$ cat src/rtl/crossbar_merge.sv
// crossbar_merge
//   Return-path collector for the CDMA router crossbar. Four user-side
//   streams are arbitrated round-robin onto one registered output channel.
//   Each beat is tagged with its source select (0..3 = user1..user4).
//
// Ports
//   clk                 single clock, rising-edge state updates
//   rst_n               asynchronous active-low reset
//   user1_in..user4_in  per-user data words (DATA_W bits)
//   user_valid[3:0]     per-user request, bit 0 = user1
//   user_ready[3:0]     per-user grant (combinational), bit 0 = user1
//   out_data            merged data word (registered)
//   out_sel[1:0]        source of out_data (registered)
//   out_valid           out_data/out_sel hold a beat
//   out_ready           downstream accepts the beat
module crossbar_merge #(
    parameter int unsigned DATA_W = 4
) (
    input  logic              clk,
    input  logic              rst_n,
    input  logic [DATA_W-1:0] user1_in,
    input  logic [DATA_W-1:0] user2_in,
    input  logic [DATA_W-1:0] user3_in,
    input  logic [DATA_W-1:0] user4_in,
    input  logic [3:0]        user_valid,
    output logic [3:0]        user_ready,
    output logic [DATA_W-1:0] out_data,
    output logic [1:0]        out_sel,
    output logic              out_valid,
    input  logic              out_ready
);

    logic [DATA_W-1:0] out_data_q, out_data_d;
    logic [1:0]        out_sel_q,  out_sel_d;
    logic              out_valid_q, out_valid_d;
    logic [1:0]        ptr_q,      ptr_d;

    logic              load;
    logic              found;
    logic [1:0]        win;
    logic [1:0]        idx;
    logic [DATA_W-1:0] win_data;

    always_comb begin
        load        = ~out_valid_q | out_ready;
        found       = 1'b0;
        win         = '0;
        idx         = '0;
        win_data    = '0;
        user_ready  = '0;
        out_data_d  = out_data_q;
        out_sel_d   = out_sel_q;
        out_valid_d = out_valid_q;
        ptr_d       = ptr_q;

        // Search ptr, ptr+1, ... (mod 4); the first requester wins.
        for (int unsigned i = 0; i < 4; i++) begin
            idx = ptr_q + 2'(i);
            if (!found && user_valid[idx]) begin
                found = 1'b1;
                win   = idx;
            end
        end

        case (win)
            2'd0:    win_data = user1_in;
            2'd1:    win_data = user2_in;
            2'd2:    win_data = user3_in;
            default: win_data = user4_in;
        endcase

        // Grant is suppressed while reset is asserted, even though the
        // cleared output register would otherwise make load true.
        if (load && found && rst_n) begin
            user_ready[win] = 1'b1;
        end

        if (load) begin
            if (found) begin
                out_data_d  = win_data;
                out_sel_d   = win;
                out_valid_d = 1'b1;
                ptr_d       = win + 2'd1;
            end else begin
                out_valid_d = 1'b0;
            end
        end
    end

    always_ff @(posedge clk or negedge rst_n) begin
        if (!rst_n) begin
            out_data_q  <= '0;
            out_sel_q   <= '0;
            out_valid_q <= 1'b0;
            ptr_q       <= '0;
        end else begin
            out_data_q  <= out_data_d;
            out_sel_q   <= out_sel_d;
            out_valid_q <= out_valid_d;
            ptr_q       <= ptr_d;
        end
    end

    assign out_data  = out_data_q;
    assign out_sel   = out_sel_q;
    assign out_valid = out_valid_q;

endmodule
$ cat config.mk
export PLATFORM = sky130hd
export DESIGN_NAME = crossbar_merge
export DESIGN_NICKNAME = d
export VERILOG_FILES = /design/src/rtl/crossbar_merge.sv
export SDC_FILE = /design/constraint.sdc
export NUM_CORES = 1
export LEC_CHECK = 0
export CELL_PAD_IN_SITES_DETAIL_PLACEMENT = 0
export CELL_PAD_IN_SITES_GLOBAL_PLACEMENT = 1
export CORE_UTILIZATION = 29
export DETAILED_ROUTE_END_ITERATION = 16
export PLACE_DENSITY_LB_ADDON = 0.1
export SLEW_MARGIN = 20
export SYNTH_ARGS = -nofsm -noshare
export SYNTH_HDL_FRONTEND = slang
export SYNTH_SLANG_ARGS = --single-unit
$ cat constraint.sdc
create_clock -name clk -period 3 [get_ports clk]
set_clock_uncertainty 0.2 [all_clocks]
set_input_delay 0.6 -clock clk [delete_from_list [all_inputs] [get_ports clk]]
set_output_delay 0.6 -clock clk [all_outputs]
set_load 0.05 [all_outputs]
==> Word-level counts from Yosys, hierarchy flattened <==
Index checks and enable logic that the tools add are counted.
{ "word_totals": {"register_bits": 9, "input_bits": 23} }
{ "classes": {"addsub": 4, "order_cmp": 6, "n_eq_ne": 2, "mux": 21, "bitwise": 2, "reduce_logical": 11} }
{ "op_table": {"columns": ["op", "count"], "rows": [
  ["$lt A2 B3 Y1 const B", 5],
  ["$pmux W4 S3", 1],
  ["$mux W1", 10],
  ["$bmux W1 S2", 4],
  ["$mux W2", 4],
  ["$logic_and A1 B1 Y1", 6],
  ["$add A2 B1 Y2 const B", 2],
  ["$add A2 B2 Y2 const B", 2],
  ["$mux W4", 1],
  ["$logic_not A1 Y1", 3],
  ["$demux W1 S2", 1],
  ["$eq A2 B1 Y1 const B", 1],
  ["$eq A2 B2 Y1 const B", 1],
  ["$ge A2 B1 Y1 const B", 1],
  ["$logic_not A2 Y1", 1],
  ["$reduce_and A2 Y1", 1],
  ["$not A1 Y1", 1],
  ["$or A1 B1 Y1", 1]
]} }

==> Depth between registers and ports, before layout <==
{ "logic_depth": {"depth_word": 17, "ltp_mapped": 7} }

==> Least setup slack after synthesis <==
No wires, ideal clock.
{ "synth_timing": {"path_kind": "input port to output port", "start": "in user_valid[0]", "end": "out user_ready[2]", "arrival_ps": 1863, "required_ps": 2200, "path_slack_ps": 337, "path_stages": 5, "n_path_buf": 0, "cell_sequence": "and2_2 -> a22o_2 -> nor3_1 -> ha_1 -> and3_2"} }
{ "synth_via": {"elab_chain_len": 17} }
{ "synth_rtl": {"columns": ["item", "line", "source"], "rows": [
  ["from (decl)", "25", "input logic [3:0] user_valid,"],
  ["$bmux W1 S2", "59", "if (!found && user_valid[idx]) begin"],
  ["$mux W1 (implied by the code)", "59", null],
  ["$mux W1", "59", null],
  ["$logic_not A1 Y1", "59", null],
  ["$logic_and A1 B1 Y1", "59", null],
  ["$mux W1", "59", null],
  ["$logic_not A1 Y1", "59", null],
  ["$logic_and A1 B1 Y1", "59", null],
  ["(+2 left out)", null, null],
  ["$logic_and A1 B1 Y1", "59", null],
  ["$mux W2 *", "59", null],
  ["net win[1]", "40", "logic [1:0] win;"],
  ["$lt A2 B3 Y1 (implied by the code) / $ge A2 B1 Y1 (equally long branches)", "75", "user_ready[win] = 1'b1;"],
  ["$logic_and A1 B1 Y1 (implied by the code)", "75", null],
  ["$mux W1 (implied by the code)", "75", null],
  ["$demux W1 S2 *", "75", null],
  ["$mux W4 *", "74", "if (load && found && rst_n) begin"],
  ["to (decl)", "26", "output logic [3:0] user_ready,"]
]} }
Mark *: on every way through the listed nets, which the timed path passes. The rest lies on a longest branch. The select of a mux whose other input is x is not followed.

==> Worst setup path in the final report <==
{ "layout_timing": {"start": "in user_valid[0]", "end": "out user_ready[1]"} }
{ "layout_via": {"elab_chain_len": 17} }
{ "layout_rtl": {"columns": ["item", "line"], "rows": [
  ["$bmux W1 S2", "59"],
  ["$mux W1 (implied by the code)", "59"],
  ["$mux W1", "59"],
  ["$logic_not A1 Y1", "59"],
  ["$logic_and A1 B1 Y1", "59"],
  ["$mux W1", "59"],
  ["$logic_not A1 Y1", "59"],
  ["$logic_and A1 B1 Y1", "59"],
  ["$mux W1", "59"],
  ["$logic_not A1 Y1", "59"],
  ["$logic_and A1 B1 Y1", "59"],
  ["$mux W2", "59"],
  ["$lt A2 B3 Y1 (implied by the code) / $ge A2 B1 Y1 (equally long branches)", "75"],
  ["$logic_and A1 B1 Y1 (implied by the code)", "75"],
  ["$mux W1 (implied by the code)", "75"],
  ["$demux W1 S2", "75"],
  ["$mux W4 *", "74"]
]} }
Mark *: on every way between the ends. The rest lies on a longest branch, timed or not. The select of a mux whose other input is x is not followed.

==> impl_metrics.json <==
{
  "dpl_cell_area_sq_um": 1200,
  "synthFlopType": "dfrtp_1",
  "num_rows": 17,
  "n_antenna_cell": 0,
  "gp_congestion": 0.718,
  "cts_buffers": 3,
  "drive_gt1_share_pct": 39.5,
  "wire_per_inst_um": 12.7,
  "firstDrtPassIters": 5,
  "die_x_um": 50.7,
  "coreArea_sq_um": 2210,
  "p_leak_nw": 0.584,
  "fin_area_sq_um": 1320,
  "via_per_inst": 4.78,
  "die_y_um": 50.7,
  "register_area_sq_um": 225,
  "pwr-share-seq_pct": 20.6,
  "synth-seq-area-share_pct": 32.8,
  "rsz0062_at_grt": "yes",
  "grt_use_total_pct": 15.8,
  "drv_cap": 0,
  "antenna_found_initial": 0,
  "maxSlewHeadroom_pct": 67.2,
  "netlist_area_sq_um": 687,
  "drt_iter0_drc": 19,
  "fin_crit_sh_pct": 99.1,
  "clockBufferDepth": 2,
  "multi_input_area_sq_um": 508,
  "p_int_mw": 0.570,
  "drc": 0,
  "cp_max_fo": 3,
  "crit_arrival_ps": 2170,
  "grt_pass1_wl_mm": 2.98,
  "ant_nets": 0,
  "cts_hold_buf": 0,
  "grt_max_degree": 10,
  "post-route-min-period_ps": 2970,
  "finalHoldViolations": 0,
  "nFillCells": 205,
  "crit_path_end_kind": "primary output",
  "required_ps": 2200,
  "dieArea_sq_um": 2570,
  "grt_pass1_vias": 711,
  "power_frac_comb_pct": 70.4,
  "powerDensity_nw_per_um2": 745,
  "yosysUniqueCellTypes": 29,
  "clkPwrFrac_pct": 9.0,
  "synth-edff-count": 0,
  "final-max-slew-violation-count": 0,
  "outcome": "complete, no violations",
  "switching_power_mw": 0.412,
  "ir_worst_vdd_uv": 493,
  "port_buffers": 33,
  "clkTransAtPathRegs_ps": 50,
  "syn_inst": 63,
  "setup_viol": 0,
  "yosys_warnings": 0,
  "worstMarginPinSlew_ps": 491,
  "fmax_ghz": 0.336,
  "cts_sinks": 9,
  "dp_cells": 140,
  "synth.avg_cell_area_sq_um": 10.9,
  "start_kind": "primary input",
  "syn_to_final_growth_pct": 91.8,
  "initial_core_util_pct": 31.1,
  "vias": 702,
  "cts_tree": "yes",
  "fin_cells": 147,
  "cts.htree.levels": 1,
  "gr-total-overflow": 0,
  "cts_root_buf": "clkbuf_4",
  "dp_slack_ps": -360,
  "sw_frac_of_total_pct": 42.0,
  "routed_wl_mm": 1.87,
  "ios": 34,
  "hpwlAfterDp_mm": 1.44,
  "finalWorstSetupSlack_ps": 27.9,
  "synth_seq_cells": 9,
  "hp-class": "reg2reg",
  "path_class": "in2out",
  "fin_nets": 148,
  "clock_latency_ps": 250,
  "async_reset_ff_share_pct": 100,
  "finalPower_mw": 0.982,
  "synth_fp_nets": 91
}
cell families (layout without fill, tap and decap cells):
kind of cell | after synthesis | in the layout | share of synthesized area [%]
simple gates | 21 | 21 | 21.7
compound gates | 14 | 14 | 16.9
mux | 9 | 9 | 16.8
flops | 9 | 9 | 32.8
fa+ha+maj | 5 | 5 | 9.11
buf+inv | 5 | 61 | 2.73
critical path: stages:
cell,delay (ps)
dlygate4sd2_1,250
and2_2,170
a22o_2,230
or3_4,410
ha_4,180
and3_2,190
buf_12,150
final cells by class:
type / instances / share of cell area (%)
multi-input cells: 49 / 38.6
repair buffers: 53 / 38.6
flip-flops and latches: 9 / 17.1
well taps: 28 / 2.66
clock buffers: 4 / 1.99
inverters: 4 / 1.14
Yosys cell counts (2+ instances only):
library cell	n	share of area (%)
ha_1	5	9.1
nor2b_1	2	1.8
and3_2	4	4.4
inv_1	4	2.2
nor2_1	3	1.6
dfrtp_1	9	33
nand2b_1	2	1.8
o41ai_1	2	2.6
a222oi_1	4	5.8
mux2_4	5	11
o21ai_0	2	1.5
mux2i_1	4	5.8
power groups by stage:
stage                     registers [mW]  clock network (mW)  logic, mW
after detailed placement           0.204                   0      0.620
after global placement             0.204                   0      0.622
after CTS                          0.203              0.0921      0.675
after global routing               0.211               0.105      0.737
after floorplan                    0.323                   0      0.250
final                              0.202              0.0884      0.691
per-stage QoR:
step                      setup TNS (ps)  hold slack [ps]  utilization [%]
after floorplan                        0              104                -
after global placement             -2080              295             54.4
after detailed placement           -2190              297             54.4
after CTS                              0              314             58.7
after global routing               -20.4              334             59.6
final                                  0              307             59.6
what timing repair did:
action,4_1_cts,5_1_grt
endpoints found under the setup margin,5,3
gates cloned,0,0
setup buffers,2,1
hold endpoints to repair,0,0
gates resized for setup,16,2
pin swaps,4,1
metal layers:
metal,track usage [%],vias up,part of all wire (%)
li1,-,353,-
met1,17.0,327,41
met2,29.6,22,53
met3,5.45,0,5.8
met4,2.78,0,0
met5,0,-,0
layout by cell type, fill, tap and decap left out, types with 4 or more instances in the layout:
master / n
a222oi_1: 4
buf_4: 20
clkdlybuf4s50_1: 25
dfrtp_1: 9
inv_1: 4
mux2_4: 5
mux2i_1: 4
worst paths after layout:
path,start,end,slack [ps],cells past startpoint
setup / recovery,user_valid[0],user_ready[1],30,7
hold / removal,out_data[0]$_DFFE_PN0N_,out_data[0]$_DFFE_PN0N_,310,1
setup reg to reg,ptr_q[1]$_DFFE_PN0N_,out_data[2]$_DFFE_PN0N_,290,8
hold reg to reg,out_data[0]$_DFFE_PN0N_,out_data[0]$_DFFE_PN0N_,310,1
max in group asynchronous,rst_n,out_data[0]$_DFFE_PN0N_,1860,2
min in group asynchronous,rst_n,out_valid$_DFFE_PN0P_,610,2
registers in the layout, summed over array words and instances, names as in the netlist:
signal,count
out_valid,1
out_data,4
ptr_q,2
out_sel,2
Power figures use the tool's default switching activity.
